$ cat src/rtl/output_blk_ctrl.sv
// ---------------------------------------------------------------------------
// output_blk_ctrl
//
// This module sequences the block reads for one outgoing packet at a time.
// A packet starts with a port strobe. Block addresses come from the linked
// list, one at a time, through a one-entry holder. The first block request is
// issued before the packet length is known. When the header length arrives,
// the module works out how many blocks follow and how many words are valid in
// the last block. It flags the last block request with that word count.
//
// Ports
//   i_clk, i_rst_n                   clock, asynchronous active-low reset
//   i_port / i_port_vld              destination port and packet start strobe
//   i_blk_addr / i_blk_addr_vld      next block address from the linked list
//   i_len / i_len_vld                packet length (bytes) from the header
//   i_r_done                         reader finished the current block
//   i_blk_rdy                        reader accepts the pending block request
//   o_port / o_port_vld              one-cycle port announcement
//   o_blk_addr / o_blk_addr_vld      block read request, held until accepted
//   o_blk_first                      request is the first block of the packet
//   o_last_blk_vld / o_last_r_times  last-block marker, valid words minus one
//   o_len_info_vld / o_single        length resolved; packet fits one block
//   o_len_err                        zero-length packet seen
//   o_pkt_done                       packet finished (one-cycle pulse)
//   o_busy                           a packet is in flight
//   o_addr_ovf                       address dropped because holder was full
// ---------------------------------------------------------------------------
module output_blk_ctrl #(
    parameter int PORTNUM        = 16,
    parameter int BLK_ADDR_WIDTH = 10,
    parameter int LEN_WIDTH      = 10,
    parameter int TIMES_WIDTH    = 4,
    parameter int HDR_BYTES      = 4,
    parameter int BLK_BYTES      = 64,
    parameter int WORD_BYTES     = 4,
    localparam int PW            = $clog2(PORTNUM)
) (
    input  logic                      i_clk,
    input  logic                      i_rst_n,
    input  logic [PW-1:0]             i_port,
    input  logic                      i_port_vld,
    input  logic [BLK_ADDR_WIDTH-1:0] i_blk_addr,
    input  logic                      i_blk_addr_vld,
    input  logic [LEN_WIDTH-1:0]      i_len,
    input  logic                      i_len_vld,
    input  logic                      i_r_done,
    input  logic                      i_blk_rdy,
    output logic [PW-1:0]             o_port,
    output logic                      o_port_vld,
    output logic [BLK_ADDR_WIDTH-1:0] o_blk_addr,
    output logic                      o_blk_addr_vld,
    output logic                      o_blk_first,
    output logic                      o_last_blk_vld,
    output logic [TIMES_WIDTH-1:0]    o_last_r_times,
    output logic                      o_len_info_vld,
    output logic                      o_single,
    output logic                      o_pkt_done,
    output logic                      o_busy,
    output logic                      o_addr_ovf,
    output logic                      o_len_err
);

    localparam int TOT_W   = LEN_WIDTH + 1;
    localparam int BLK_SH  = $clog2(BLK_BYTES);
    localparam int WORD_SH = $clog2(WORD_BYTES);

    typedef enum logic [2:0] {
        IDLE,
        PORT,
        ADDR_WAIT,
        ISSUE,
        LEN_WAIT,
        RD_WAIT,
        DONE
    } state_t;

    state_t                      state_q;
    state_t                      state_nxt;
    logic                        hold_vld;
    logic [BLK_ADDR_WIDTH-1:0]   hold_addr;
    logic                        first_q;
    logic [TOT_W-1:0]            rem_cnt;
    logic [TIMES_WIDTH-1:0]      lrt_q;

    logic                        port_acc;
    logic                        enter_issue;
    logic                        req_acc;
    logic                        len_fire;
    logic                        last_req;
    logic [TOT_W-1:0]            total;
    logic [TOT_W-1:0]            nblk;
    logic [TIMES_WIDTH-1:0]      lrt_calc;

    // Total bytes in memory: header plus payload, one bit wider than i_len.
    function automatic logic [TOT_W-1:0] calc_total(input logic [LEN_WIDTH-1:0] len);
        return {1'b0, len} + TOT_W'(HDR_BYTES);
    endfunction

    // Blocks occupied: ceil(total / BLK_BYTES). The extra bit absorbs the round-up add.
    function automatic logic [TOT_W-1:0] calc_nblk(input logic [TOT_W-1:0] tot);
        logic [TOT_W:0] sum;
        sum = {1'b0, tot} + (TOT_W + 1)'(BLK_BYTES - 1);
        return TOT_W'(sum >> BLK_SH);
    endfunction

    // Words in the last block minus one. A remainder of zero means the last block is full.
    function automatic logic [TIMES_WIDTH-1:0] calc_lrt(input logic [BLK_SH-1:0] rem);
        logic [BLK_SH:0] r;
        r = {1'b0, rem};
        if (r == '0) begin
            r = (BLK_SH + 1)'(BLK_BYTES);
        end
        return TIMES_WIDTH'((r - 1'b1) >> WORD_SH);
    endfunction

    assign total    = calc_total(i_len);
    assign nblk     = calc_nblk(total);
    assign lrt_calc = calc_lrt(total[BLK_SH-1:0]);

    assign port_acc    = (state_q == IDLE) && i_port_vld;
    assign enter_issue = (state_q == ADDR_WAIT) && hold_vld;
    // o_blk_addr_vld is always high while in ISSUE, so ready alone completes the handshake.
    assign req_acc     = (state_q == ISSUE) && i_blk_rdy;
    assign len_fire    = (state_q == LEN_WAIT) && i_len_vld;
    assign last_req    = !first_q && (rem_cnt == TOT_W'(1));

    always_ff @(posedge i_clk or negedge i_rst_n) begin
        if (!i_rst_n) begin
            state_q <= IDLE;
        end else begin
            state_q <= state_nxt;
        end
    end

    always_comb begin
        state_nxt = state_q;
        case (state_q)
            IDLE:      if (i_port_vld) state_nxt = PORT;
            PORT:      state_nxt = ADDR_WAIT;
            ADDR_WAIT: if (hold_vld) state_nxt = ISSUE;
            ISSUE:     if (i_blk_rdy) state_nxt = first_q ? LEN_WAIT : RD_WAIT;
            LEN_WAIT:  if (i_len_vld) state_nxt = RD_WAIT;
            RD_WAIT:   if (i_r_done) state_nxt = (rem_cnt == '0) ? DONE : ADDR_WAIT;
            DONE:      state_nxt = IDLE;
            default:   state_nxt = IDLE;
        endcase
    end

    // Address holder, first-block flag, remaining-block counter.
    always_ff @(posedge i_clk or negedge i_rst_n) begin
        if (!i_rst_n) begin
            hold_vld  <= 1'b0;
            hold_addr <= '0;
            first_q   <= 1'b0;
            rem_cnt   <= '0;
            lrt_q     <= '0;
        end else begin
            if (state_q == DONE) begin
                hold_vld  <= 1'b0;
                hold_addr <= '0;
            end else if (req_acc) begin
                hold_vld <= 1'b0;
            end else if ((state_q != IDLE) && i_blk_addr_vld && !hold_vld) begin
                hold_vld  <= 1'b1;
                hold_addr <= i_blk_addr;
            end

            if (port_acc) begin
                first_q <= 1'b1;
            end else if (req_acc) begin
                first_q <= 1'b0;
            end

            if (state_q == DONE) begin
                rem_cnt <= '0;
                lrt_q   <= '0;
            end else if (len_fire) begin
                rem_cnt <= nblk - 1'b1;
                lrt_q   <= lrt_calc;
            end else if (req_acc && !first_q && (rem_cnt != '0)) begin
                rem_cnt <= rem_cnt - 1'b1;
            end
        end
    end

    // Registered outputs. Request fields load on entry to ISSUE and hold until acceptance.
    always_ff @(posedge i_clk or negedge i_rst_n) begin
        if (!i_rst_n) begin
            o_port         <= '0;
            o_port_vld     <= 1'b0;
            o_blk_addr     <= '0;
            o_blk_addr_vld <= 1'b0;
            o_blk_first    <= 1'b0;
            o_last_blk_vld <= 1'b0;
            o_last_r_times <= '0;
            o_len_info_vld <= 1'b0;
            o_single       <= 1'b0;
            o_pkt_done     <= 1'b0;
            o_busy         <= 1'b0;
            o_addr_ovf     <= 1'b0;
            o_len_err      <= 1'b0;
        end else begin
            o_port_vld <= port_acc;
            if (port_acc) begin
                o_port <= i_port;
            end

            o_blk_addr_vld <= (state_nxt == ISSUE);
            if (enter_issue) begin
                o_blk_addr     <= hold_addr;
                o_blk_first    <= first_q;
                o_last_blk_vld <= last_req;
            end else if (state_nxt != ISSUE) begin
                o_blk_addr     <= '0;
                o_blk_first    <= 1'b0;
                o_last_blk_vld <= 1'b0;
            end

            if (len_fire) begin
                o_last_r_times <= lrt_calc;
            end else if (enter_issue) begin
                o_last_r_times <= last_req ? lrt_q : '0;
            end else if (state_nxt != ISSUE) begin
                o_last_r_times <= '0;
            end

            o_len_info_vld <= len_fire;
            o_single       <= len_fire && (nblk == TOT_W'(1));
            o_len_err      <= len_fire && (i_len == '0);
            o_pkt_done     <= (state_nxt == DONE);
            o_busy         <= (state_nxt != IDLE);
            o_addr_ovf     <= (state_q != IDLE) && i_blk_addr_vld && hold_vld;
        end
    end

endmodule

$ cat config.mk
export PLATFORM = sky130hd
export DESIGN_NAME = output_blk_ctrl
export DESIGN_NICKNAME = d
export VERILOG_FILES = /design/src/rtl/output_blk_ctrl.sv
export SDC_FILE = /design/constraint.sdc
export NUM_CORES = 1
export LEC_CHECK = 0
export CELL_PAD_IN_SITES_DETAIL_PLACEMENT = 0
export CELL_PAD_IN_SITES_GLOBAL_PLACEMENT = 2
export CORE_MARGIN = 5
export CORE_UTILIZATION = 35
export DETAILED_ROUTE_END_ITERATION = 8
export PLACE_DENSITY = 0.83
export SLEW_MARGIN = 30
export SYNTH_ARGS = -nofsm -noshare
export SYNTH_HDL_FRONTEND = slang
export SYNTH_SLANG_ARGS = --single-unit
$ cat constraint.sdc
create_clock -name i_clk -period 5.2 [get_ports i_clk]
set_input_delay 1.04 -clock i_clk [delete_from_list [all_inputs] [get_ports i_clk]]
set_output_delay 1.04 -clock i_clk [all_outputs]
set_load 0.005 [all_outputs]
==> results of run 1 <==
[power breakdown]
part,switching (µW),total [µW],internal [µW]
combinational,344,700,355
clock,183,464,281
sequential,145,760,615
[area by class of cell]
class                           count  share of cell area
Multi-Input combinational cell    225              0.3888
Sequential cell                    58              0.3640
Timing Repair Buffer               60              0.1481
Clock buffer                       11             0.03546
Tap cell                          108             0.03389
Clock inverter                      5             0.01945
Inverter                           11             0.01035
[logic make-up after synthesis]
kind of cell,Yosys count,share of synthesized area
XOR/XNOR,13,0.04257
AO/OA/AOI/OAI,82,0.1992
multiplexers,6,0.02249
AND/OR/NAND/NOR,118,0.2040
buffers and inverters,25,0.04177
flip-flops,58,0.4659
adder cells (fa/ha/maj),6,0.02410
[sequential cells by signal, indices dropped and copies added, names as in the netlist, 3 cells and up]
register and flops:
rem_cnt 11, hold_addr 10, o_port 4, o_blk_addr 10, state_q 3, lrt_q 4, o_last_r_times 4
[worst paths after layout]
path / startpoint / to / slack [ns] / cells past startpoint
max in group asynchronous: i_rst_n / lrt_q[1] / 3.85 / 2
min in group asynchronous: i_rst_n / rem_cnt[9] / 0.85 / 2
max reg2reg: state_q[0] / o_pkt_done / 2.69 / 7
min reg2reg: o_last_blk_vld / o_last_blk_vld / 0.48 / 1
max: i_len[2] / rem_cnt[4] / 1.36 / 10
min: o_last_blk_vld / o_last_blk_vld / 0.48 / 1
[worst reg2reg max path, stage by stage (launching register included)]
cell and delay [ns]:
sky130_fd_sc_hd__dfrtp_1 0.61, sky130_fd_sc_hd__nor2_1 0.11, sky130_fd_sc_hd__nand3_1 0.11, sky130_fd_sc_hd__buf_4 0.29, sky130_fd_sc_hd__clkinv_1 0.33, sky130_fd_sc_hd__a2111oi_0 0.70, sky130_fd_sc_hd__inv_1 0.13, sky130_fd_sc_hd__nor3_1 0.17
[synth_stat cells, drive strengths merged, types with 4 or more instances]
library cell   n  share of area
clkbuf         6         0.0072
nand3         14          0.022
nor2          28          0.034
nand2b         6          0.012
and3           5          0.011
nor2b          4         0.0080
o21ai         16          0.026
dfrtp         58           0.47
or3            4          0.010
nor3           9          0.014
a21oi         16          0.026
buf            8          0.021
xnor2          6          0.017
inv           10          0.012
nand2         27          0.033
a22o          21          0.059
mux2           5          0.019
ha             6          0.024
nor4           5          0.017
xor2           7          0.026
[metal layers]
| metal | vias to the layer above | track usage | wire (µm) |
|---|---|---|---|
| met5 | - | 0 | 0 |
| met4 | 0 | 0.03978 | 116 |
| met3 | 9 | 0.04097 | 393 |
| met2 | 56 | 0.2262 | 3592 |
| met1 | 1236 | 0.2020 | 3590 |
| li1 | 1246 | - | - |
[per-stage QoR]
| step | worst slack, ns | instances | power, µW | utilization |
|---|---|---|---|---|
| final | 1.364 | 478 | 1924 | 0.4595 |
| after global placement | 1.106 | 462 | 1462 | 0.4330 |
| after floorplan | 1.919 | 308 | 1176 | - |
| after detailed placement | 1.022 | 462 | 1472 | 0.4343 |
| after CTS | 1.380 | 478 | 1941 | 0.4595 |
| after global routing | 1.121 | 478 | 2059 | 0.4595 |
==> out/results.md, run 1 <==
## GRT
* number of global-route vias before repair: 2553
* overall fraction of global-route tracks in use: 0.1468
* number of antenna violations at the first check in global routing: 0
* pin count of the biggest net entering global routing: 59
* global route total overflow: 0
* global-route wire length before repair: 13290 µm

## Finish
* share of cells above drive strength 1: 0.1135
* footprint of the multi-input gates: 1550 µm²
* Area growth, synth to finish: 27.99%
* most common cell after layout, fill and taps aside: sky130_fd_sc_hd__dfrtp_1
* cell area after layout: 3988 µm²
* final-stage net count: 402
* final-layout fill cell count: 854
* Diodes inserted: 0
* sequential cell area: 1451 µm²
* most frequent cells in the layout: sky130_fd_sc_hd__dfrtp_1, sky130_fd_sc_hd__clkdlybuf4s50_1, sky130_fd_sc_hd__nor2_1

## Synth
* count of yosys warnings during synthesis: 0
* Yosys reg bits: 58
* average size of a mapped cell: 10.12 µm²
* async set-reset flop share out of synthesis: 1.000
* gate count after technology mapping: 308
* summed instance area of the synthesized netlist: 3115 µm²
* main flop type after synthesis: sky130_fd_sc_hd__dfrtp_1
* number of flops mapped to enable cells by yosys: 0
* Seq/Total Area, Yosys: 0.4659
* post-synthesis cell type count: 67
* nets in the synthesized netlist: 345

## Setup path
* Top Family by Delay on Critical Path: simple AND/OR/NAND/NOR gates
* crit path capture type: flop
* maximum fanout count along the critical path: 12
* Buf+Inv Stages, Crit Path: 1
* critical path launch point type: input port
* category of the critical setup timing path: input port to flop
* stage delay of the slowest cell on the critical path: 0.72 ns
* Worst Path Arrival: 4.10 ns
* required time of the critical path: 5.46 ns
* slowest CP cell: sky130_fd_sc_hd__clkdlybuf4s50_1
* ordered cell list for the critical path: clkdlybuf4s50_1 -> ha_1 -> xor2_1 -> nor4_2 -> nor2_1 -> xor2_1 -> ha_1 -> and2b_4 -> a2111o_1 -> o221ai_2

## STA
* final critical-path required period: 3.836 ns
* final hold violations: 0
* aggregate negative setup slack: 0 ns
* # setup viols final: 0
* unrepaired setup endpoints after global routing: no
* Max Transition Viols Final: 0
* Worst slew margin: 0.4151
* Worst-Margin Slew: 0.8773 ns
* achievable frequency: 260.7 MHz
* Final Cycle Share: 0.7376
* post-route clock skew: 0.01140 ns
* hold slack: 0.4838 ns

## Clock tree
* hold buffers post-CTS: 0
* buffer cell driving the clock tree root: sky130_fd_sc_hd__clkbuf_8
* setup repair bufs after CTS: 0
* Inserted Clock Buffers: 9
* latest clock arrival within the worst-skew pair: 0.34 ns
* cells resized by post-CTS repair: 0
* CTS H-tree lvls: 3
* maximum count of clock buffers along a single path: 2
* CTS tree: built
* sinks on the clock net: 58
* clock-pin slew on the worst setup and hold paths: 0.08 ns

## Route
* count of TritonRoute iterations in the first routing pass: 4
* number of vias per cell after detailed routing: 5.328
* number of design rule violations left after detail routing: 0
* post-detailed-route wirelength per cell: 16.09 µm
* Detail Route Antenna Nets: 0
* final wirelength: 7693 µm
* via count: 2547
* detailed router's first-iteration violation count: 90

## Placed design
* post-placement cell area: 3769 µm²
* routability-driven placement congestion ratio: 0.7897
* number of input and output port buffers inserted: 58
* hpwl dp: 5474 µm

## Floorplan
* Std-Cell Rows: 34
* Die X: 104.3 µm
* number of top-level pins: 59
* overall die height: 104.3 µm
* Core Region: 8678 µm²
* starting density of the core: 0.3590
* full die area: 10890 µm²

## Job
* Max Cap Violations: 0

## Min path
* worst min-delay path category: flop to flop

## Power
* maximum vdd drop: 0.0001626 V
* P_leak: 0.001699 µW
* power density over cell area: 482.4 nW/µm²

## Status
* result of the run: complete, no violations

Power figures use the tool's default switching activity.
==> run 2: changes to the inputs <==
--- a/config.mk
+++ b/config.mk
@@ -8,9 +8,9 @@
 export CELL_PAD_IN_SITES_DETAIL_PLACEMENT = 0
 export CELL_PAD_IN_SITES_GLOBAL_PLACEMENT = 2
 export CORE_MARGIN = 5
-export CORE_UTILIZATION = 35
+export CORE_UTILIZATION = 33
 export DETAILED_ROUTE_END_ITERATION = 8
-export PLACE_DENSITY = 0.83
+export PLACE_DENSITY = 0.78
 export SLEW_MARGIN = 30
 export SYNTH_ARGS = -nofsm -noshare
 export SYNTH_HDL_FRONTEND = slang
==> constraint.sdc (replaced) <==
create_clock -name i_clk -period 3.58 [get_ports i_clk]
set_input_delay 0.716 -clock i_clk [delete_from_list [all_inputs] [get_ports i_clk]]
set_output_delay 0.716 -clock i_clk [all_outputs]
set_load 0.005 [all_outputs]
==> run 2 against run 1 <==
Net effect:
- non-clock buffer count is 11 higher
- count of clock-buffer cells in the layout decreased by 2
- combinational power rose by 46%
- cell area grew 2.7%
- total power rose by 47%
- largest cell class unchanged
- register-to-register slack lost 1.5 ns
- wire length grew 1.6%
- global-route usage fell by 0.33 points
- first-iteration DRC count is 52% lower
- clock power grew 48%
- sequential cell count stayed put
==> out/results.md, run 2 (synthesis gave the netlist of run 1 again) <==
## Floorplan
* number of top-level pins: 59
* overall die height: 107.2 µm
* Core Region: 9240 µm²
* starting density of the core: 0.3372
* Die X: 107.2 µm
* full die area: 11480 µm²
* Std-Cell Rows: 35

## Finish
* Largest register FFs: 11
* most common cell after layout, fill and taps aside: sky130_fd_sc_hd__dfrtp_1
* Largest regs: rem_cnt x11, hold_addr x10, o_blk_addr x10
* share of cells above drive strength 1: 0.1417
* register containing the most flip-flops in the final layout: rem_cnt
* post-route non-filler standard cell count: 510
* core utilization of the finished layout: 0.4433
* final-stage net count: 413
* most frequent cells in the layout: sky130_fd_sc_hd__dfrtp_1, sky130_fd_sc_hd__clkdlybuf4s50_1, sky130_fd_sc_hd__nor2_1
* Area growth, synth to finish: 31.49%
* Diodes inserted: 0

## STA
* post-route clock skew: 0.01407 ns
* Worst-Margin Slew: 0.7688 ns
* Final Cycle Share: 0.8436
* final critical-path required period: 3.020 ns
* unrepaired setup endpoints after global routing: no
* Worst slew margin: 0.4742
* aggregate negative setup slack: 0 ns
* final hold violations: 0
* Max Transition Viols Final: 0
* # setup viols final: 0
* achievable frequency: 331.1 MHz

## Clock tree
* Inserted Clock Buffers: 9
* maximum count of clock buffers along a single path: 2
* CTS tree: built
* clock-pin slew on the worst setup and hold paths: 0.07 ns
* sinks on the clock net: 58
* setup repair bufs after CTS: 0
* CTS H-tree lvls: 3
* latest clock arrival within the worst-skew pair: 0.34 ns
* buffer cell driving the clock tree root: sky130_fd_sc_hd__clkbuf_8
* cells resized by post-CTS repair: 0
* hold buffers post-CTS: 0

## Placed design
* hpwl dp: 5647 µm
* instance count after placement with tap cells included: 494
* number of input and output port buffers inserted: 58
* routability-driven placement congestion ratio: 0.7842

## Job
* Max Cap Violations: 0

## Power
* P_leak: 0.001750 µW
* power density over cell area: 688.1 nW/µm²
* maximum vdd drop: 0.0002595 V

## Min path
* worst min-delay path category: input port to asynchronous set/reset pin

## Route
* final wirelength: 7813 µm
* count of TritonRoute iterations in the first routing pass: 4
* number of vias per cell after detailed routing: 5.106
* detailed router's first-iteration violation count: 43
* via count: 2604
* number of design rule violations left after detail routing: 0
* post-detailed-route wirelength per cell: 15.32 µm
* Detail Route Antenna Nets: 0

## Setup path
* required time of the critical path: 3.80 ns
* Buf+Inv Stages, Crit Path: 2
* ordered cell list for the critical path: clkdlybuf4s50_1 -> ha_1 -> nand3_1 -> xor2_1 -> buf_4 -> nor4_4 -> mux2_4 -> a31oi_4 -> o221ai_2
* stage delay of the slowest cell on the critical path: 0.62 ns
* Worst Path Arrival: 3.24 ns
* maximum fanout count along the critical path: 8
* slowest CP cell: sky130_fd_sc_hd__clkdlybuf4s50_1
* crit path capture type: flop
* category of the critical setup timing path: input port to flop
* critical path launch point type: input port
* Top Family by Delay on Critical Path: buffers and inverters

## GRT
* number of antenna violations at the first check in global routing: 0
* global route total overflow: 0
* pin count of the biggest net entering global routing: 30
* overall fraction of global-route tracks in use: 0.1435
* number of global-route vias before repair: 2625
* global-route wire length before repair: 13100 µm

## Status
* result of the run: complete, no violations

[run 2: final timing paths]
check	startpoint	end	slack [ns]	cells after the start
max	i_len[3]	rem_cnt[4]	0.56	9
min	i_rst_n	o_single	0.40	1
max reg2reg	rem_cnt[6]	rem_cnt[3]	1.18	7
min reg2reg	o_last_blk_vld	o_last_blk_vld	0.48	1
max in group asynchronous	i_rst_n	o_port[1]	2.38	2
min in group i_clk	o_last_blk_vld	o_last_blk_vld	0.48	1
[run 2: cell type report]
| class | count | area, µm² |
|---|---|---|
| clock buffers | 9 | 123.9 |
| clock inverters | 7 | 101.3 |
| fillers | 912 | 5144 |
| inverters | 11 | 41.29 |
| multi-input cells | 225 | 1544 |
| flip-flops and latches | 58 | 1451 |
| well taps | 129 | 161.4 |
| repair buffers | 71 | 673.1 |
[run 2: metrics by stage]
| stage | total power (µW) | area, µm² | hold slack (ns) | setup WS [ns] |
|---|---|---|---|---|
| finish | 2819 | 4096 | 0.4035 | 0.5598 |
| floorplan | 1708 | 3115 | 0.4204 | 0.6228 |
| CTS | 2856 | 4096 | 0.4193 | 0.5744 |
| global route | 3025 | 4096 | 0.4557 | 0.4249 |
| detailed placement | 2152 | 3871 | 0.4659 | 0.2120 |
| global placement | 2143 | 3866 | 0.4625 | 0.2846 |
[run 2: per-layer routing]
metal  global-route usage  part of all wire  vias up  routed length, µm
met5                    0                 0        -                  0
met4              0.06027             0.017        0                131
met3              0.02589             0.032       11                253
met2               0.2328              0.49       41               3813
met1               0.1876              0.46     1286               3614
li1                     -                 -     1266                  -
[run 2: power by group]
group,leakage (µW),internal [µW],switching [µW]
registers,0.000753,893,215
clock network,0.000106,396,290
logic,0.000891,530,494
==> run 3: changes to the inputs <==
--- a/config.mk
+++ b/config.mk
@@ -8,9 +8,9 @@
 export CELL_PAD_IN_SITES_DETAIL_PLACEMENT = 0
 export CELL_PAD_IN_SITES_GLOBAL_PLACEMENT = 2
 export CORE_MARGIN = 5
-export CORE_UTILIZATION = 33
+export CORE_UTILIZATION = 29
 export DETAILED_ROUTE_END_ITERATION = 8
-export PLACE_DENSITY = 0.78
+export PLACE_DENSITY = 0.73
 export SLEW_MARGIN = 30
 export SYNTH_ARGS = -nofsm -noshare
 export SYNTH_HDL_FRONTEND = slang
==> constraint.sdc (replaced) <==
create_clock -name i_clk -period 2.6 [get_ports i_clk]
set_input_delay 0.52 -clock i_clk [delete_from_list [all_inputs] [get_ports i_clk]]
set_output_delay 0.52 -clock i_clk [all_outputs]
set_load 0.005 [all_outputs]
==> run 3 against run 2 <==
Net effect:
- non-clock buffer count grew 31
- critical path depth fell by 1
- setup slack worse by 0.39 ns
- sequential cell count is the same
- global-route usage is 0.88 points lower
- clock power rose by 55%
- first-iteration DRC count rose to 2.6 times the previous value
- highest routed layer unchanged
- largest power group is now combinational cells
==> out/results.md, run 3 (synthesis gave the netlist of run 1 again) <==
## Clock tree
* setup repair bufs after CTS: 0
* clock-pin slew on the worst setup and hold paths: 0.08 ns
* CTS tree: built
* hold buffers post-CTS: 0
* sinks on the clock net: 58
* buffer cell driving the clock tree root: sky130_fd_sc_hd__clkbuf_8
* maximum count of clock buffers along a single path: 2
* Inserted Clock Buffers: 9
* CTS H-tree lvls: 3
* latest clock arrival within the worst-skew pair: 0.34 ns

## Placed design
* routability-driven placement congestion ratio: 0.7476
* number of input and output port buffers inserted: 58
* hpwl dp: 6098 µm

## Setup path
* slowest CP cell: sky130_fd_sc_hd__clkdlybuf4s50_1
* Worst Path Arrival: 2.64 ns
* ordered cell list for the critical path: clkdlybuf4s50_1 -> nand3_1 -> or3_4 -> and2_4 -> nor4_4 -> mux2_4 -> a31oi_4 -> o221ai_2
* critical path launch point type: input port
* required time of the critical path: 2.81 ns
* stage delay of the slowest cell on the critical path: 0.48 ns
* maximum fanout count along the critical path: 4
* crit path capture type: flop
* category of the critical setup timing path: input port to flop

## GRT
* number of antenna violations at the first check in global routing: 0
* overall fraction of global-route tracks in use: 0.1347
* pin count of the biggest net entering global routing: 33
* met2 track demand over resource: 0.2214
* global-route wire length before repair: 14080 µm
* most utilized layer in the global route result: met2
* number of global-route vias before repair: 2792
* routing usage on met3: 0.03395
* GR Layer Usage met1: 0.1765
* global route total overflow: 0

## Power
* P_leak: 0.001974 µW
* power density over cell area: 929.4 nW/µm²
* maximum vdd drop: 0.0003558 V

## Floorplan
* overall die height: 113.7 µm
* starting density of the core: 0.2991
* number of top-level pins: 59
* full die area: 12920 µm²
* Core Region: 10420 µm²
* Die X: 113.7 µm
* Std-Cell Rows: 37

## Finish
* share of cells above drive strength 1: 0.2184
* most common cell after layout, fill and taps aside: sky130_fd_sc_hd__dfrtp_1
* most frequent cells in the layout: sky130_fd_sc_hd__dfrtp_1, sky130_fd_sc_hd__clkdlybuf4s50_1, sky130_fd_sc_hd__buf_4
* Largest register FFs: 11
* final-layout fill cell count: 1032
* Area growth, synth to finish: 42.53%
* final-stage net count: 444
* register containing the most flip-flops in the final layout: rem_cnt
* core utilization of the finished layout: 0.4263
* Diodes inserted: 0
* Largest regs: rem_cnt x11, hold_addr x10, o_blk_addr x10

## Route
* Detail Route Antenna Nets: 0
* post-detailed-route wirelength per cell: 15.29 µm
* number of vias per cell after detailed routing: 5.007
* detailed router's first-iteration violation count: 113
* via count: 2744
* count of TritonRoute iterations in the first routing pass: 4
* final wirelength: 8377 µm
* number of design rule violations left after detail routing: 0

## STA
* Max Transition Viols Final: 0
* unrepaired setup endpoints after global routing: no
* Worst slew margin: 0.5476
* # setup viols final: 0
* achievable frequency: 412.2 MHz
* hold slack: 0.2136 ns
* Final Cycle Share: 0.9331
* final critical-path required period: 2.426 ns
* Worst-Margin Slew: 0.6786 ns
* post-route clock skew: 0.009615 ns
* final hold violations: 0

## Job
* Max Cap Violations: 0

## Status
* result of the run: complete, no violations

## Min path
* worst min-delay path category: input port to asynchronous set/reset pin

==> run 3: report_power, final <==
group          internal, µW  switching, µW  total [µW]
Combinational           830            716        1550
Clock                   647            417        1060
Sequential             1230            288        1520
Total                  2710           1420        4130
==> run 3: final cells by class <==
class / count / area [µm²] / share of cell area
Tap cell: 136 / 170.2 / 0.03832
Multi-Input combinational cell: 225 / 1597 / 0.3595
Clock inverter: 7 / 125.1 / 0.02818
Clock buffer: 9 / 123.9 / 0.02790
Sequential cell: 58 / 1451 / 0.3269
Inverter: 11 / 41.29 / 0.009298
Timing Repair Buffer: 102 / 932.1 / 0.2099
==> run 3: path summary, 6_finish.rpt <==
kind	start	endpoint	slack (ns)	depth (start not counted)
setup / recovery	i_len[6]	rem_cnt[4]	0.17	8
hold / removal	i_rst_n	o_port[2]	0.21	1
setup reg to reg	state_q[2]	o_pkt_done	0.49	6
hold reg to reg	o_last_blk_vld	o_last_blk_vld	0.48	1
max in group asynchronous	i_rst_n	o_blk_addr[1]	1.77	2
min in group i_clk	o_last_blk_vld	o_last_blk_vld	0.48	1
==> run 3: layer usage <==
layer | share of wire | vias up
met5 | 0 | -
met4 | 0.0063 | 0
met3 | 0.033 | 2
met2 | 0.49 | 52
met1 | 0.47 | 1356
li1 | - | 1334
==> run 3: worst max-delay path, delay by kind of cell <==
family                 cells  cell delay [ns]
AOI/OAI and AO/OA          2             0.33
buffers and inverters      1             0.48
muxes                      1             0.36
and+or+nand+nor            4             0.93
==> run 3: timing repair <==
action                                  4_1_cts  5_1_grt
gates resized for setup                       0       11
hold endpoints to repair                      0        0
endpoints found under the setup margin        0        6
==> run 3: per-stage QoR <==
step           setup TNS (ns)  setup slack, ns  power [µW]  instances  cell area (µm²)
4_1_cts                     0         0.009795        4177        548             4387
2_1_floorplan               0          0.04966        2354        308             3127
5_1_grt                     0          0.05495        4450        548             4441
6_report                    0           0.1739        4127        548             4441
3_3_place_gp           -2.162          -0.3105        3076        532             4131
3_5_place_dp           -2.582          -0.3542        3095        532             4138
